`src/rtl/serial_adder_pkg.sv`:
```
// ---------------------------------------------------------------------------
// serial_adder_pkg: shared FSM state type and counter sizing for serial_digit_adder
// Revision: 1.0
// ---------------------------------------------------------------------------
`default_nettype none

package serial_adder_pkg;

  typedef enum logic [1:0] {
    IDLE = 2'd0,
    ADD  = 2'd1,
    DONE = 2'd2
  } state_t;

  function automatic int cnt_width(input int nslice);
    return (nslice > 1) ? $clog2(nslice) : 1;
  endfunction

endpackage

`default_nettype wire

```
`src/rtl/digit_slice_adder.sv`:
```
// ---------------------------------------------------------------------------
// digit_slice_adder: DIGIT-bit combinational ripple of full-adder cells
// Revision: 1.0
// ---------------------------------------------------------------------------
`default_nettype none

module digit_slice_adder #(
  parameter int DIGIT = 2
) (
  input  logic [DIGIT-1:0] x,
  input  logic [DIGIT-1:0] y,
  input  logic             ci,
  output logic [DIGIT-1:0] s,
  output logic             co
);

  logic [DIGIT:0] c;

  assign c[0] = ci;

  for (genvar i = 0; i < DIGIT; i++) begin : g_fa
    assign s[i]   = x[i] ^ y[i] ^ c[i];
    assign c[i+1] = (x[i] & y[i]) | (c[i] & (x[i] ^ y[i]));
  end

  assign co = c[DIGIT];

endmodule

`default_nettype wire

```
`src/rtl/serial_digit_adder.sv`:
```
// ---------------------------------------------------------------------------
// serial_digit_adder: multi-cycle WIDTH-bit adder, DIGIT bits per clock, valid/ready.
// Optional subtract mode via macro SERIAL_DIGIT_ADDER_SUB_EN.  Revision: 1.0
// ---------------------------------------------------------------------------
`default_nettype none

module serial_digit_adder
  import serial_adder_pkg::*;
#(
  parameter int WIDTH = 8,
  parameter int DIGIT = 2
) (
  input  logic             clk,
  input  logic             rst_n,
  input  logic             in_valid,
  output logic             in_ready,
  input  logic [WIDTH-1:0] a,
  input  logic [WIDTH-1:0] b,
  input  logic             cin,
`ifdef SERIAL_DIGIT_ADDER_SUB_EN
  input  logic             sub,
`endif
  output logic             out_valid,
  input  logic             out_ready,
  output logic [WIDTH-1:0] sum,
  output logic             cout,
  output logic             busy
);

  localparam int NSLICE = WIDTH / DIGIT;
  localparam int CW     = cnt_width(NSLICE);

  if ((DIGIT < 1) || (WIDTH < 1) || ((WIDTH % DIGIT) != 0)) begin : g_bad_cfg
    $error("serial_digit_adder: WIDTH must be a positive multiple of DIGIT");
  end

  state_t           state, state_next;
  logic [CW-1:0]    cnt;
  logic [WIDTH-1:0] a_reg, b_reg, sum_reg;
  logic             carry, cout_reg, valid_reg;
  logic [DIGIT-1:0] slice_s;
  logic             slice_co;
  logic             accept, last, emit;

  assign accept = (state == IDLE) && in_valid;
  assign last   = (cnt == CW'(NSLICE - 1));
  assign emit   = valid_reg && out_ready;

  // Operands shift right each ADD cycle, so the slice always reads the low digit.
  digit_slice_adder #(.DIGIT(DIGIT)) u_slice (
    .x  (a_reg[DIGIT-1:0]),
    .y  (b_reg[DIGIT-1:0]),
    .ci (carry),
    .s  (slice_s),
    .co (slice_co)
  );

  always_ff @(posedge clk) begin
    if (!rst_n) state <= IDLE;
    else        state <= state_next;
  end

  always_comb begin
    state_next = state;
    case (state)
      IDLE:    if (accept) state_next = ADD;
      ADD:     if (last)   state_next = DONE;
      DONE:    if (emit)   state_next = IDLE;
      default: state_next = IDLE;
    endcase
  end

  always_ff @(posedge clk) begin
    if (!rst_n) begin
      cnt       <= '0;
      a_reg     <= '0;
      b_reg     <= '0;
      sum_reg   <= '0;
      carry     <= 1'b0;
      cout_reg  <= 1'b0;
      valid_reg <= 1'b0;
    end else begin
      if (accept) begin
        cnt   <= '0;
        a_reg <= a;
`ifdef SERIAL_DIGIT_ADDER_SUB_EN
        b_reg <= sub ? ~b : b;
        carry <= sub ? 1'b1 : cin;
`else
        b_reg <= b;
        carry <= cin;
`endif
      end else if (state == ADD) begin
        a_reg <= a_reg >> DIGIT;
        b_reg <= b_reg >> DIGIT;
        carry <= slice_co;
        cnt   <= cnt + 1'b1;
        for (int k = 0; k < NSLICE; k++) begin
          if (cnt == CW'(k)) sum_reg[k*DIGIT +: DIGIT] <= slice_s;
        end
        if (last) cout_reg <= slice_co;
      end
      // Result is flagged one cycle after the last slice lands in DONE.
      if (emit)                valid_reg <= 1'b0;
      else if (state == DONE)  valid_reg <= 1'b1;
    end
  end

  assign in_ready  = (state == IDLE);
  assign busy      = (state != IDLE);
  assign out_valid = valid_reg;
  assign sum       = sum_reg;
  assign cout      = cout_reg;

endmodule

`default_nettype wire

```
`config.mk`:
```
export PLATFORM = sky130hd
export DESIGN_NAME = serial_digit_adder
export DESIGN_NICKNAME = d
export VERILOG_FILES = /design/src/rtl/serial_adder_pkg.sv /design/src/rtl/digit_slice_adder.sv /design/src/rtl/serial_digit_adder.sv
export SDC_FILE = /design/constraint.sdc
export NUM_CORES = 1
export LEC_CHECK = 0
export CAP_MARGIN = 20
export CORE_ASPECT_RATIO = 1.4
export CORE_MARGIN = 2
export CORE_UTILIZATION = 45
export CTS_CLUSTER_DIAMETER = 60
export CTS_CLUSTER_SIZE = 24
export DETAILED_ROUTE_END_ITERATION = 8
export DONT_BUFFER_PORTS = 1
export SLEW_MARGIN = 20
export SYNTH_ARGS = -nofsm -noshare
export SYNTH_HDL_FRONTEND = slang
export SYNTH_SLANG_ARGS = --single-unit
```
`constraint.sdc`:
```
create_clock -name clk -period 1.7 [get_ports clk]
set_input_delay 0.425 -clock clk [delete_from_list [all_inputs] [get_ports clk]]
set_output_delay 0.425 -clock clk [all_outputs]
set_load 0.01 [all_outputs]
```
==> run_results.csv <==
group,metric,value,unit
logic_synthesis,ys_types,28,
floorplan,initial_utilization,46.8,%
detailed_routing,topRoutingLayerUsed,"met4",
finish,area_growth,9.47,%
detailed_routing,dr_total_vias,946,
cts,clk_latency,0.28,ns
pwr,p_leak,0.562,nW
floorplan,io_pins,33,
finish,nFillCells,269,
pwr,peakVddDrop,0.000593,V
finish,antenna_cells,0,
placed_design,globalplace.congestion,0.760,
sta,rsz0062_at_grt,"no",
critical_path,crit_chain,"inv_1 > fa_2 > fa_2 > a311oi_1",
detailed_routing,ant_nets,0,
critical_path,cp_max_fo,4,
critical_path,end_kind,"register",
cts,clk_pin_slew_worst_paths,0.06,ns
cts,postCtsSetupBuffers,0,
detailed_routing,drt-total-wl,2750,um
floorplan,die-area,3420,um^2
logic_synthesis,synthTopCellsByArea,"dfxtp_1 (47%), o221a_2 (6.8%), o21a_1 (5.1%)",
logic_synthesis,seq_area_frac_synth,46.5,%
global_routing,grt_pass1_wl,4370,um
global_routing,grt_start_max_net_pins,16,
detailed_routing,wl_met3,133,um
sta,maxSlewHeadroom,61.5,%
critical_path,cp_num_buf_inv,1,
sta,fin_skew,0.00497,ns
detailed_routing,routed_via_density,5.56,
finish,drive_above_1_share,19.5,%
critical_path,path_delay_family,"adder cells",
sta,hold_viol,0,
logic_synthesis,synth_area,1330,um^2
cts,cts_hold_buf,0,
logic_synthesis,synth.largest_area_cell,"dfxtp_1",
run_status,outcome,"finished, final reports clean",
floorplan,num_rows,23,
logic_synthesis,yosysWarnings,0,
global_routing,antenna_found_initial,0,
critical_path,cp_common_cell,"fa_2",
logic_synthesis,synth_seq_cells,31,
detailed_routing,drc,0,
sta,fmax,0.624,GHz
floorplan,design.core.area,2850,um^2
sta,tightestPinTransition,0.576,ns
global_routing,track_usage,17.6,%
critical_path,cp.arrival,1.78,ns
cts,cts_buffers,5,
detailed_routing,m1WireLength,1100,um
cts,cts_tree,"built",
placed_design,io_buffer_count,0,
global_routing,overflow,0,
logic_synthesis,async_flop_share,0,%
cts,cts_buffer_depth,2,
sta,period_needed,1.60,ns
sta,min_period_over_period,94.2,%
detailed_routing,drtPass1Iterations,2,
logic_synthesis,synth_top_area_share,46.5,%
detailed_routing,wl_per_cell,16.2,um
detailed_routing,met2WireLength,1470,um
floorplan,die_y,68.4,um
floorplan,die_w,50.0,um
logic_synthesis,syn_inst,130,
cts,clock_sinks,31,
finish,final_cell_mix,"dfxtp_1 (31), inv_1 (13), nor2_1 (13)",
sta,tns,0,ns
pwr,p_per_area,1110,nW/um^2
critical_path,worstPathRequired,1.88,ns
sta,maxSlewViolCount,0,
placed_design,dpl.hpwl,2050,um
logic_synthesis,synth_area_per_cell,10.3,um^2
flow_run,cap_viol_max_count,0,
global_routing,grt_pass1_vias,932,
logic_synthesis,synth-main-ff-cell,"dfxtp_1",
sta,worst_slack,0.0985,ns
finish,nets,159,
critical_path,startpoint_type,"register",
cts,cts_root_buffer,"clkbuf_8",
sta,finalSetupViolCount,0,
detailed_routing,first_iter_violations,26,
critical_path,max_stage_delay,0.46,ns
critical_path,crit_type,"register to register",
finish,fin_util,51.3,%
cts,htreeDepth,2,
finish,layout_commonest_cell,"dfxtp_1",
logic_synthesis,synth_edf_count,0,
placed_design,pre_cts_slack,0.00274,ns
min_path,hold_class,"input pin to register",
logic_synthesis,synth_nets,157,
critical_path,slowest_stage,"fa_2",
-- cells by family after synthesis --
logic type	synth area share (%)
compound gates	29.8
fa+ha+maj	6.75
buf+inv	7.79
flops	46.5
mux	1.59
simple gates	7.50
-- worst reg2reg max path: cells and delay by family (launching register included) --
kind	cells	cell delay, ns
buffers and inverters	1	0.06
AO/OA/AOI/OAI	1	0.28
flip-flops	1	0.30
adder cells (fa/ha/maj)	2	0.86
-- synth_stat cells, types with 2 or more instances --
master / count
dfxtp_1: 31
inv_1: 13
nor2_1: 13
o21a_1: 9
o221a_2: 8
a21oi_1: 6
a311oi_1: 6
a22oi_1: 5
a211oi_1: 4
a221oi_1: 4
ha_1: 4
o21ai_0: 4
buf_4: 3
a21oi_2: 2
buf_2: 2
clkbuf_1: 2
fa_1: 2
nand2b_1: 2
-- final cells by class --
class,count,area [um^2],area share (%)
repair buffers,3,22.5,1.54
multi-input cells,77,618,42.3
well taps,37,46.3,3.17
inverters,14,52.6,3.60
clock buffers,8,100,6.86
flip-flops and latches,31,621,42.5
-- worst paths after layout --
kind,depth (start not counted),slack (ns),to,from
worst max-delay path,4,0.1,sum[5],a_reg[0]
worst min-delay path,1,0.26,state[1],rst_n
worst max register to register,4,0.1,sum[5],a_reg[0]
worst min register to register,2,0.49,carry,carry
-- repair_timing --
item | 4_1_cts | 5_1_grt
cloned | 0 | 0
hold endpoints to repair | 0 | 0
endpoints found under the setup margin | 1 | 9
resized for setup | 1 | 2
pin swaps | 0 | 0
-- stage by stage --
step                power [mW]  cells  area (um^2)  hold slack [ns]
floorplan                0.969    130         1330            0.445
finish                    1.62    170         1460            0.264
global route              1.70    170         1460            0.261
detailed placement        1.01    162         1350            0.471
global placement          1.00    162         1350            0.453
CTS                       1.64    170         1450            0.251
-- layer usage --
metal | vias up | GRT usage [%]
met5 | - | 0
li1 | 479 | -
met1 | 437 | 17.8
met2 | 25 | 31.7
met3 | 5 | 6.77
met4 | 0 | 8.33
-- power breakdown --
group / leakage [nW] / switching [mW] / internal [mW]
combinational: 0.256 / 0.106 / 0.0860
clock: 0.0515 / 0.258 / 0.369
sequential: 0.255 / 0.0298 / 0.773
total: 0.562 / 0.394 / 1.23
Power figures use the tool's default switching activity.
